==> src/rtl/reg_file_pkg.sv <==
// Shared types and default sizing for the parameterised register file.
// The clear controller and the array top both import this package.
package reg_file_pkg;

    localparam int XLEN_DEF  = 32;
    localparam int DEPTH_DEF = 32;

    typedef enum logic {
        ST_CLEAR = 1'b0,
        ST_IDLE  = 1'b1
    } rf_state_e;

endpackage

==> src/rtl/reg_file_clr_ctrl.sv <==
// Clear-sweep controller: zeroes one entry per cycle after reset or a clr request.
// ready and clr_we are registered and always complement each other.
module reg_file_clr_ctrl
    import reg_file_pkg::*;
#(
    parameter int DEPTH = DEPTH_DEF,
    parameter int AW    = $clog2(DEPTH)
) (
    input  logic          clk,
    input  logic          rst_n,
    input  logic          clr,
    output logic          ready,
    output logic          clr_we,
    output logic [AW-1:0] clr_adr
);

    localparam logic [AW-1:0] LAST = AW'(DEPTH - 1);

    rf_state_e     state;
    logic [AW-1:0] cnt;

    always_ff @(posedge clk or negedge rst_n) begin
        if (!rst_n) begin
            state  <= ST_CLEAR;
            cnt    <= '0;
            ready  <= 1'b0;
            clr_we <= 1'b1;
        end else begin
            case (state)
                ST_CLEAR: begin
                    if (clr) begin
                        cnt <= '0;
                    end else if (cnt == LAST) begin
                        state  <= ST_IDLE;
                        cnt    <= '0;
                        ready  <= 1'b1;
                        clr_we <= 1'b0;
                    end else begin
                        cnt <= cnt + AW'(1);
                    end
                end
                ST_IDLE: begin
                    if (clr) begin
                        state  <= ST_CLEAR;
                        cnt    <= '0;
                        ready  <= 1'b0;
                        clr_we <= 1'b1;
                    end
                end
                default: begin
                    state  <= ST_CLEAR;
                    cnt    <= '0;
                    ready  <= 1'b0;
                    clr_we <= 1'b1;
                end
            endcase
        end
    end

    assign clr_adr = cnt;

endmodule

==> src/rtl/reg_file_param.sv <==
// Two-read / one-write register file with byte enables, optional hard-wired
// zero register, optional write-to-read bypass and a sweeping clear.
module reg_file_param
    import reg_file_pkg::*;
#(
    parameter int XLEN     = XLEN_DEF,
    parameter int DEPTH    = DEPTH_DEF,
    parameter int AW       = $clog2(DEPTH),
    parameter int ZERO_REG = 1,
    parameter int BYPASS   = 1
) (
    input  logic              clk,
    input  logic              rst_n,
    input  logic              we3,
    input  logic [AW-1:0]     a1,
    input  logic [AW-1:0]     a2,
    input  logic [AW-1:0]     a3,
    input  logic [XLEN-1:0]   wd3,
    input  logic [XLEN/8-1:0] be3,
    input  logic              clr,
    output logic [XLEN-1:0]   rd1,
    output logic [XLEN-1:0]   rd2,
    output logic              ready
);

    localparam int          NB      = XLEN / 8;
    localparam logic [AW:0] DEPTH_W = (AW + 1)'(DEPTH);

    logic [XLEN-1:0] mem [DEPTH];

    logic            clr_we;
    logic [AW-1:0]   clr_adr;
    logic            wr_acc;
    logic [XLEN-1:0] wr_word;
    logic [1:0][AW-1:0]   ra;
    logic [1:0][XLEN-1:0] rd;

    reg_file_clr_ctrl #(.DEPTH(DEPTH), .AW(AW)) u_clr_ctrl (
        .clk     (clk),
        .rst_n   (rst_n),
        .clr     (clr),
        .ready   (ready),
        .clr_we  (clr_we),
        .clr_adr (clr_adr)
    );

    function automatic logic in_range(input logic [AW-1:0] a);
        return {1'b0, a} < DEPTH_W;
    endfunction

    function automatic logic is_zero_reg(input logic [AW-1:0] a);
        return (ZERO_REG != 0) && (a == '0);
    endfunction

    // clr beats a concurrent write; writes are only taken once the sweep is done.
    assign wr_acc = we3 && ready && !clr && in_range(a3) && !is_zero_reg(a3);

    always_comb begin
        wr_word = in_range(a3) ? mem[a3] : '0;
        for (int i = 0; i < NB; i++) begin
            if (be3[i]) wr_word[8*i +: 8] = wd3[8*i +: 8];
        end
    end

    // Single write port: sweep and port 3 are mutually exclusive via ready.
    always_ff @(posedge clk) begin
        if (clr_we) begin
            mem[clr_adr] <= '0;
        end else if (wr_acc) begin
            mem[a3] <= wr_word;
        end
    end

    assign ra[0] = a1;
    assign ra[1] = a2;

    always_comb begin
        rd = '0;
        for (int p = 0; p < 2; p++) begin
            if (ready && in_range(ra[p]) && !is_zero_reg(ra[p])) begin
                if ((BYPASS != 0) && wr_acc && (ra[p] == a3)) begin
                    rd[p] = wr_word;
                end else begin
                    rd[p] = mem[ra[p]];
                end
            end
        end
    end

    assign rd1 = rd[0];
    assign rd2 = rd[1];

endmodule

==> config.mk <==
export PLATFORM = sky130hd
export DESIGN_NAME = reg_file_param
export DESIGN_NICKNAME = d
export VERILOG_FILES = /design/src/rtl/reg_file_pkg.sv /design/src/rtl/reg_file_clr_ctrl.sv /design/src/rtl/reg_file_param.sv
export SDC_FILE = /design/constraint.sdc
export NUM_CORES = 2
export LEC_CHECK = 0
export CELL_PAD_IN_SITES_DETAIL_PLACEMENT = 0
export CELL_PAD_IN_SITES_GLOBAL_PLACEMENT = 1
export CORE_MARGIN = 4
export CORE_UTILIZATION = 49
export CTS_BUF_LIST = sky130_fd_sc_hd__clkbuf_16
export DETAILED_ROUTE_END_ITERATION = 12
export PLACE_DENSITY_LB_ADDON = 0.25
export REMOVE_ABC_BUFFERS = 1
export SYNTH_ARGS = -nofsm -noshare
export SYNTH_HDL_FRONTEND = slang
export SYNTH_SLANG_ARGS = --single-unit
==> constraint.sdc <==
create_clock -name clk -period 5 [get_ports clk]
set_input_delay 1.5 -clock clk [delete_from_list [all_inputs] [get_ports clk]]
set_output_delay 1.5 -clock clk [all_outputs]
set_load 0.005 [all_outputs]
==> results.txt <==
status: finished with violations
failing checks: negative setup slack
worst endpoint required time: 3500 ps
vias in the first global route: 45803
CP Class: in2out
clock-pin transition on the worst setup and hold timing paths: 60 ps
most frequent cells after synthesis: 1024 x edfxtp_1, 704 x mux4_2, 244 x mux2_2
Mapped Area: 61800 um2
Period minus WS final: 5400 ps
CP Launch Type: primary input
Leakage Power: 27.4 nW
Residual DRC: 0
dpl hpwl: 148 mm
routed wire length: 240 mm
IO Count: 120
worst min-delay path class: reg2reg
synthesized area per cell: 15.7 um2
initial antenna violation count: 4
CP Cell Sequence: buf_16, buf_16, buf_12, buf_12, buf_12, mux4_2, mux4_2, mux2_4, o211ai_1, o21ai_2, buf_2
gpl congestion: 0.930
Slew Limit Fails: 0
Tot GR Track Use: 36.1%
largest net degree at the start of global routing: 44
WL/cell: 37.4 um
register area: 31000 um2
Most common cell on crit path: buf_12
grt ovf: 0
Crit path buffers/inverters: 6
RSZ-0062 raised after global routing: yes
clk_lat worst skew: 720 ps
area grow syn2layout: 26.4%
maximum VDD drop: 0.297 mV
CTS tree: built
CP delay by family, top: multiplexers
dominant cell type by area after synthesis: edfxtp_1
clock skew: 34.5 ps
Max stage delay on crit path: 510 ps
fin nets: 4743
period utilization: 108%
number of flops mapped to enable cells by yosys: 1024
setup TNS: -20120 ps
Worst-Margin Slew: 1220 ps
final hold vios: 0
Non-Filler Instances: 6433
total of max-cap violations: 0
Core Footprint: 125000 um2
Main synth FF type: edfxtp_1
Pwr Total: 21.8 mW
post-route ant nets: 0
critical path arrival: 3900 ps
Async SR Flop Fraction: 0.775%
layout cells sized above 1: 46.9%
PD cells: 279 nW/um2
Crit-path slowest cell: mux4_2
drt first pass iters: 6
Die X: 363 um
ranking of synthesized cells by area: edfxtp_1 50%, mux4_2 26%, mux2_2 4.4%, mux2i_1 3.8%, o211ai_1 1.5%
Num CTS Buffers: 112
final worst setup slack: -400 ps
vias per cell: 7.21
footprint of the multi-input gates: 29900 um2
Cells after Synth: 3937
placed cell count: 5988
starting DRC count in detailed routing: 6524
Root Driver: clkbuf_16
#FFs+latches synth: 1032
max frequency: 0.185 GHz
first-pass GRT wire length: 338 mm
CTS Buffer Depth: 3
post-synthesis sequential area ratio: 50.1%
Sink Count: 1032
Fillers: 8892
most numerous cell in the Yosys netlist: edfxtp_1
Rows: 130
post-synth cell types: 51
CP Capture Type: primary output
Final setup viols: 96
crit path max fanout: 5
Buffers on Ports: 119
Rel. slew slack: 18.1%
H-Tree Depth: 3
Die Area: 132000 um2
initial core utilization: 49.3%
Die H: 363 um
top cell type's share of synthesized area: 49.7%
# hold bufs at CTS: 0
via count: 46402
synth warn: 0
[cell usage in the layout (no fill, tap or decap), types with 115 or more instances in the layout]
| cell | n |
|---|---|
| edfxtp_1 | 1024 |
| mux4_2 | 704 |
| buf_4 | 623 |
| mux2i_1 | 232 |
| mux2_2 | 212 |
| buf_12 | 198 |
| a21oi_1 | 134 |
| o211ai_1 | 121 |
| clkbuf_16 | 121 |
| inv_1 | 115 |
[path summary, 6_finish.rpt]
path / slack (ps) / from / to / cells after the start
max: -400 / a3[0] / rd2[20] / 11
min: 620 / u_clr_ctrl.clr_we / u_clr_ctrl.clr_we / 2
min reg2reg: 620 / u_clr_ctrl.clr_we / u_clr_ctrl.clr_we / 2
max in group asynchronous: 3610 / rst_n / u_clr_ctrl.clr_we / 1
min in group asynchronous: 1080 / rst_n / u_clr_ctrl.clr_adr[3] / 1
max reg2reg: 630 / mem[11][15] / mem[17][15] / 26
[power by group]
part	switching, mW	internal [mW]
combinational	1.86	1.85
clock	3.57	4.89
sequential	0.0384	9.56
[cell families (layout without fill, tap and decap cells)]
| logic type | count (synthesis) | in the layout | share of synthesized area, % |
|---|---|---|---|
| AO/OA/AOI/OAI | 762 | 762 | 8.83 |
| flip-flops | 1032 | 1032 | 50.1 |
| multiplexers | 1180 | 1180 | 33.9 |
| XOR/XNOR | 10 | 10 | 0.142 |
| other | 0 | 4 | 0 |
| adder cells (fa/ha/maj) | 2 | 2 | 0.0405 |
| AND/OR/NAND/NOR | 456 | 456 | 3.78 |
| buffers and inverters | 495 | 1337 | 3.29 |
[metrics by stage]
step           utilization, %  setup WS [ps]  hold slack, ps  area, um2
2_1_floorplan               -          -1500             537      60200
6_report                 62.3           -400             619      78100
5_1_grt                  62.3           -480             665      78100
3_3_place_gp             56.6          -1080             598      71000
3_5_place_dp             56.6          -1110             608      71000
4_1_cts                  61.9           -393             617      77600
[state kept, by name, indices dropped and copies added (netlist names)]
| signal | flops |
|---|---|
| u_clr_ctrl.state | 1 |
| u_clr_ctrl.clr_adr | 5 |
| mem | 1024 |
| u_clr_ctrl.ready | 1 |
| u_clr_ctrl.clr_we | 1 |
[repair_timing]
item,4_1_cts,5_1_grt
endpoints found under the hold margin,0,0
setup buffers,206,31
cloned,24,14
endpoints found under the setup margin,64,288
pin swaps,62,62
resized for setup,498,88
[cell type report]
class / count / area share (%)
multi-input cells: 2410 / 38.2
clock buffers: 115 / 3.68
repair buffers: 1028 / 14.2
clock inverters: 92 / 1.09
flip-flops and latches: 1032 / 39.6
diodes: 4 / 0.0128
inverters: 102 / 0.490
well taps: 1650 / 2.64
[layer usage]
layer	up-vias	routed length [um]	global-route usage, %
met5	-	13	0
met4	2	14700	18.4
met3	761	33600	10.9
met2	3666	108000	54.7
met1	23597	84300	47.4
li1	18376	-	-
[worst min-delay path, cell delays in order (launching register included)]
cell and delay [ps]:
dfstp_2 430, a21oi_1 140, a21oi_1 50
(Power assumes the default switching activity.)
==> RTL edit, RTL diff (config.mk and constraints unchanged) <==
Set the package constant `XLEN_DEF` to 40 (it was 32).
--- a/src/rtl/reg_file_pkg.sv
+++ b/src/rtl/reg_file_pkg.sv
@@ -4,3 +4,3 @@
 
-    localparam int XLEN_DEF  = 32;
+    localparam int XLEN_DEF  = 40;
     localparam int DEPTH_DEF = 32;
Interface: changed (resized be3, rd1, rd2 and wd3); port bits go from 120 to 145. The function was not compared with the original's and may differ.
==> RTL edit against the unedited design <==
  * Final area increased by 21%
  * Synthesized cell count grew 21%
  * Worst setup slack lost 110 ps
  * Sequential cell count up 256
  * The flow still finishes with violations (setup timing)
  * Power up 23%
  * Area after synthesis increased by 24%
  * Wire length increased by 25%
  * Fmax fell by 1.9%
  * Via count increased by 24%
  * Critical path type unchanged
==> RTL edit: results <==
floorplanning:
  die_w_um: 403
clock_tree:
  clk_latency_ps: 780
  cts_setup_buffers: 168
  cts_resized: 589
  cts_buffers: 146
finish:
  num-clock-buffers: 156
  diodes: 3
  largest_reg_flops: 1280
  multi_input_area_mm2: 0.0367
  final-clk-cell-share: 0.0490
timing:
  max_slew_margin: 0.205
  setup-violations-final: 80
  setup_tns_ps: -27850
  timing.final.ws_setup_ps: -506
power_and_ir_drop:
  max-vdd-ir-drop_mv: 0.326
  swShare: 0.253
  p_seq_frac: 0.446
status:
  status: "complete, but fails checks"
  violations: "setup timing"
place:
  gp_congestion: 0.915
  place_hpwl_mm: 190
synthesis:
  async_flop_share: 0.00621
  muxShareOfSynthArea: 0.334
  synth_seq_cells: 1288
routing:
  firstDrtPassIters: 8
  vias_per_cell: 7.48
setup_path:
  path_max_fanout: 6
[RTL edit: changes by cell type after synthesis, sizes merged, moves of 62 or more]
cell,unedited run,this run
edfxtp,1024,1280
mux2i,232,485
mux4,704,880
mux2,244,78
a221oi,57,217
nand2,75,198
o211ai,121,6
inv,102,9
o221ai,78,0
buf,178,254
o32ai,64,0
nand3,17,79
[RTL edit: metal layers]
metal	up-vias	global-route usage	wire length (µm)
li1	22158	-	-
met1	29627	0.487	108000
met2	4555	0.550	133000
met3	1003	0.116	40000
met4	6	0.191	19900
met5	-	0	69
[RTL edit: final timing paths]
| path | end | start |
|---|---|---|
| min in group asynchronous | u_clr_ctrl.clr_adr[0]$_DFFE_PN0P_ | rst_n |
| max reg2reg | mem[13][14]$_DFFE_PP_ | mem[10][14]$_DFFE_PP_ |
| min reg2reg | u_clr_ctrl.clr_we$_DFFE_PN1P_ | u_clr_ctrl.clr_we$_DFFE_PN1P_ |
| max | rd2[4] | a3[0] |
| max in group asynchronous | u_clr_ctrl.clr_we$_DFFE_PN1P_ | rst_n |
| min | u_clr_ctrl.clr_we$_DFFE_PN1P_ | u_clr_ctrl.clr_we$_DFFE_PN1P_ |
[RTL edit: critical path: stages]
cell and delay (ps):
buf_16 130, buf_16 180, buf_12 130, buf_12 100, mux4_2 480, mux4_2 500
nor2b_4 150, a211o_1 340, buf_6 130, a31o_1 190, buf_2 120
[RTL edit: per-stage QoR]
step           total power (W)  instances   util  worst slack (ps)  hold WS, ps
2_1_floorplan           0.0139       4286      -             -3190          524
3_5_place_dp            0.0161       7190  0.561             -1350          605
3_3_place_gp            0.0161       7190  0.561             -1420          589
6_report                0.0269       7662  0.612              -506          617
4_1_cts                 0.0268       7644  0.612              -522          610
5_1_grt                 0.0276       7659  0.612              -536          645
